File: src/rtl/in_channel_pkg.sv
// rtl/in_channel_pkg.sv - shared types and constants for the input channel source
package in_channel_pkg;

  // Channel lifecycle: fill from the host, stream to the consumer, then sit drained
  typedef enum logic [1:0] {
    LOAD   = 2'd0,
    STREAM = 2'd1,
    EMPTY  = 2'd2
  } state_t;

  localparam int DefaultMemoryElementWidth = 12;

  // Pointer width that stays legal for a single-entry buffer
  function automatic int ptr_width(input int depth);
    return (depth > 1) ? $clog2(depth) : 1;
  endfunction

endpackage

File: src/rtl/channel_fifo.sv
// rtl/channel_fifo.sv - circular buffer with synchronous write and asynchronous read
module channel_fifo
  import in_channel_pkg::*;
#(
  parameter int Width = DefaultMemoryElementWidth,
  parameter int Depth = 8
) (
  input  logic                       clock,
  input  logic                       reset,
  input  logic                       i_clear,
  input  logic                       i_wr_en,
  input  logic [Width-1:0]           i_wr_data,
  input  logic                       i_rd_en,
  output logic [Width-1:0]           o_rd_data,
  output logic [$clog2(Depth+1)-1:0] o_count
);

  localparam int PtrW = ptr_width(Depth);
  localparam int CntW = $clog2(Depth + 1);
  localparam logic [PtrW-1:0] LastPtr = PtrW'(Depth - 1);

  logic [Width-1:0] r_mem [Depth];
  logic [PtrW-1:0]  r_head;
  logic [PtrW-1:0]  r_tail;
  logic [CntW-1:0]  r_count;

  // Storage is left untouched by reset/clear; only the pointers define validity
  always_ff @(posedge clock) begin
    if (i_wr_en) begin
      r_mem[r_tail] <= i_wr_data;
    end
  end

  // Pointer and occupancy bookkeeping, wrapping modulo Depth
  always_ff @(posedge clock or posedge reset) begin
    if (reset) begin
      r_head  <= '0;
      r_tail  <= '0;
      r_count <= '0;
    end else if (i_clear) begin
      r_head  <= '0;
      r_tail  <= '0;
      r_count <= '0;
    end else begin
      if (i_wr_en) begin
        r_tail <= (r_tail == LastPtr) ? '0 : r_tail + PtrW'(1);
      end
      if (i_rd_en) begin
        r_head <= (r_head == LastPtr) ? '0 : r_head + PtrW'(1);
      end
      if (i_wr_en && !i_rd_en) begin
        r_count <= r_count + CntW'(1);
      end else if (i_rd_en && !i_wr_en) begin
        r_count <= r_count - CntW'(1);
      end
    end
  end

  assign o_rd_data = r_mem[r_head];
  assign o_count   = r_count;

endmodule

File: src/rtl/in_channel_source.sv
// rtl/in_channel_source.sv - host-loaded word channel streamed to a consumer program
module in_channel_source
  import in_channel_pkg::*;
#(
  parameter int MemoryElementWidth = DefaultMemoryElementWidth,
  parameter int NIn = 8
) (
  input  logic                          clock,
  input  logic                          reset,
  input  logic                          load_valid,
  input  logic [MemoryElementWidth-1:0] load_data,
  output logic                          load_ready,
  input  logic                          start,
  input  logic                          clear,
  input  logic                          in_pop,
  output logic [MemoryElementWidth-1:0] in_data,
  output logic                          in_valid,
  output logic [$clog2(NIn+1)-1:0]      in_size,
  output logic                          underflow,
  output logic                          drained
);

  localparam int CntW = $clog2(NIn + 1);

  state_t                        r_state;
  logic                          r_underflow;
  logic [CntW-1:0]               w_count;
  logic [MemoryElementWidth-1:0] w_head_data;
  logic                          w_load_accept;
  logic                          w_pop_accept;

  // Everything the outside sees is a function of the registered state and count,
  // so an asynchronous reset shows up on the outputs without waiting for an edge
  assign load_ready    = (r_state == LOAD) && (w_count < CntW'(NIn));
  assign in_valid      = (r_state == STREAM);
  assign in_data       = in_valid ? w_head_data : '0;
  assign in_size       = w_count;
  assign underflow     = r_underflow;
  assign drained       = (r_state == EMPTY);

  // clear wins over any load or pop offered in the same cycle
  assign w_load_accept = load_ready && load_valid && !clear;
  assign w_pop_accept  = in_valid && in_pop && !clear;

  channel_fifo #(
    .Width (MemoryElementWidth),
    .Depth (NIn)
  ) u_fifo (
    .clock     (clock),
    .reset     (reset),
    .i_clear   (clear),
    .i_wr_en   (w_load_accept),
    .i_wr_data (load_data),
    .i_rd_en   (w_pop_accept),
    .o_rd_data (w_head_data),
    .o_count   (w_count)
  );

  // Channel state machine and sticky underflow flag
  always_ff @(posedge clock or posedge reset) begin
    if (reset) begin
      r_state     <= LOAD;
      r_underflow <= 1'b0;
    end else if (clear) begin
      r_state     <= LOAD;
      r_underflow <= 1'b0;
    end else begin
      if (in_pop && !in_valid) begin
        r_underflow <= 1'b1;
      end
      case (r_state)
        LOAD: begin
          // A word accepted alongside start counts toward the stream/empty decision
          if (start) begin
            r_state <= (w_load_accept || (w_count != '0)) ? STREAM : EMPTY;
          end
        end
        STREAM: begin
          if (w_pop_accept && (w_count == CntW'(1))) begin
            r_state <= EMPTY;
          end
        end
        EMPTY: begin
          r_state <= EMPTY;
        end
        default: begin
          r_state <= LOAD;
        end
      endcase
    end
  end

endmodule

File: config.mk
export PLATFORM = sky130hd
export DESIGN_NAME = in_channel_source
export DESIGN_NICKNAME = d
export VERILOG_FILES = /design/src/rtl/in_channel_pkg.sv /design/src/rtl/channel_fifo.sv /design/src/rtl/in_channel_source.sv
export SDC_FILE = /design/constraint.sdc
export NUM_CORES = 1
export LEC_CHECK = 0
export ABC_AREA = 1
export BUFFER_PORTS_ARGS = -buffer_cell sky130_fd_sc_hd__buf_2
export CAP_MARGIN = 15
export CORE_MARGIN = 3
export CORE_UTILIZATION = 30
export CTS_CLUSTER_SIZE = 25
export DETAILED_ROUTE_END_ITERATION = 7
export GPL_ROUTABILITY_DRIVEN = 0
export PLACE_DENSITY_LB_ADDON = 0.2
export RECOVER_POWER = 100
export SKIP_CTS_REPAIR_TIMING = 1
export SYNTH_ARGS = -nofsm -noshare
export SYNTH_HDL_FRONTEND = slang
export SYNTH_SLANG_ARGS = --single-unit
File: constraint.sdc
create_clock -name clock -period 3.1 [get_ports clock]
set_input_delay 0.62 -clock clock [delete_from_list [all_inputs] [get_ports clock]]
set_output_delay 0.62 -clock clock [all_outputs]
set_load 0.05 [all_outputs]
==> out/metrics.cfg <==
[floorplan]
die_w_um=131.3
dieArea_um2=17250
rows=45
io_pins=38
fp.dieH_um=131.3
initial_core_util=0.3078
core-area_um2=15310

[synthesis]
synth_edf_count=96
synth-seq-cells=109
synthesis.area_um2=4713
ys_seq_area_frac=0.6806
synth_area_leader_cell=edfxtp_1
synth-main-ff-cell=edfxtp_1
synth_top_area_share=0.6116
yosysWarnings=0
ys_types=27
synth.avg_cell_area_um2=11.50
synth_cells=410
synth_area_leaders=edfxtp_1 61%, nor2_1 7.8%, dfrtp_1 6.9%
synth-async-reset-ratio=0.1193
syn_nets=440

[flow_run]
max_cap_viol_count=0

[drt]
vias=3105
drtIter0Drc=223
drt_pre_antenna_iters=4
postRouteAntennaNets=0
totalWireLength_um=10550
viasPerCell=4.627
routedWlPerCell_um=15.72
route.detailed.drc=0

[sta]
tightest_slew_ps=896.9
fmax_ghz=0.3503
slew_headroom=0.4021
finalHoldViolCount=0
finClkSkew_ps=6.538
finalSetupTns_ps=0
rsz0062_at_grt=no
timing.hold.ws_ps=292.7
finalMaxSlewViolations=0
period_minus_slack_ps=2855
period_share=0.9209
setup_viol=0

[place]
dp_hpwl_um=6875
placed_cell_area_um2=5179
portBuffers=37

[power_and_ir_drop]
powerDensity_nw_per_um2=813.4
leakage_nw=1.916
irDropWorstVdd_mv=0.2853

[grt]
antenna_found_initial=0
grt_usage=0.1268
grt_max_degree=52
grt_pass1_vias=3124
grt_pass1_wl_um=17080
overflow=0

[cts]
cts-root-buf=clkbuf_16
cts_tree=built
cts_buffer_depth=2
cts_max_level=3
cts.sinks=109
numCtsBuffers=9
clkTransAtPathRegs_ps=70
clk_latency_ps=350

[critical_path]
worstRegToRegCells=7
r2r-start=r_state[0]$_DFFE_PP0P_
cp-end-kind=output pin
worst-path-max-fanout=51
rrSetupSlack_ps=410
startpoint_type=flop
critical_path_class=flop to output pin
cp_data_arrival_time_ps=2230
r2r_end=u_fifo.r_mem[7][0]$_DFFE_PP_
worstPathRequired_ps=2480

[cells_and_area]
diodes=0
final_common_cell=nor2_1
fin_area_um2=5370
layout_common_cells=99 x nor2_1, 96 x edfxtp_1, 49 x nand2_1
nNetsFinal=485
drive_above_1_share=0.08913
area_delta_synth_final_pct=13.94

[worst_hold_path]
hp-class=input port to asynchronous set/reset pin

[status]
status=complete, no violations

-- synth_stat cells, drive strengths merged, types with 3 or more instances --
cell	number
buf	18
clkbuf	4
dfrtp	13
edfxtp	96
ha	12
inv	19
nand2	49
nand3	10
nand4	3
nor2	99
o211ai	12
o21ai	56
o22ai	13
-- cell families after synthesis --
| logic type | count (synthesis) | synth area share |
|---|---|---|
| AND/OR/NAND/NOR | 163 | 0.1404 |
| flip-flops | 109 | 0.6806 |
| AO/OA/AOI/OAI | 82 | 0.09689 |
| buffers and inverters | 41 | 0.04460 |
| adder cells (fa/ha/maj) | 12 | 0.03185 |
| XOR/XNOR | 3 | 0.005576 |
-- worst max path at each step --
stage                                             from                           end  cells past startpoint
after floorplan                 r_state[1]$_DFFE_PP0P_                   in_data[10]                      5
after global placement                           clear  u_fifo.r_mem[4][5]$_DFFE_PP_                      7
after detailed placement                         clear  u_fifo.r_mem[1][6]$_DFFE_PP_                      7
after CTS                 u_fifo.r_head[1]$_DFFE_PP0P_                   in_data[11]                      6
after global routing      u_fifo.r_head[0]$_DFFE_PP0P_                    in_data[9]                      8
final                     u_fifo.r_head[0]$_DFFE_PP0P_                    in_data[9]                      6
-- per-stage QoR --
step	setup WS, ps	instances	utilization	total power, mW
global route	100.1	671	0.3507	4.666
floorplan	413.7	410	-	2.969
detailed placement	702.7	655	0.3382	3.339
finish	245.2	671	0.3507	4.368
CTS	343.8	671	0.3570	4.482
global placement	762.5	655	0.3382	3.326
-- layer usage --
layer / GRT usage / part of all wire
met5: 0 / 0
met3: 0.02489 / 0.027
met2: 0.2062 / 0.49
met1: 0.1710 / 0.47
met4: 0.04201 / 0.017
-- state kept, by name (all words and copies together) (netlist names) --
| name | cells |
|---|---|
| u_fifo.r_mem | 96 |
| u_fifo.r_tail | 3 |
| u_fifo.r_head | 3 |
| underflow | 1 |
| u_fifo.o_count | 4 |
| r_state | 2 |
-- worst max-delay path, stage by stage (launching register included) --
cell      delay, ps
dfrtp_1         360
clkbuf_4        500
o21ai_0         180
o211ai_1        180
nand2_1          60
nor2_1          100
buf_1           480
-- where the power goes --
part,switching (mW),leakage (nW),internal [mW]
clock network,0.560,0.142,0.567
logic,1.06,0.738,0.389
registers,0.0982,1.04,1.69
-- cell type report --
| class | instances | area [µm²] |
|---|---|---|
| Fill cell | 1577 | 9945 |
| Sequential cell | 109 | 3208 |
| Tap cell | 211 | 264.0 |
| Clock inverter | 7 | 63.81 |
| Clock buffer | 9 | 225.2 |
| Inverter | 19 | 71.32 |
| Multi-Input combinational cell | 260 | 1276 |
| Timing Repair Buffer | 56 | 261.5 |
No activity file was read; power rests on OpenSTA's default activity.
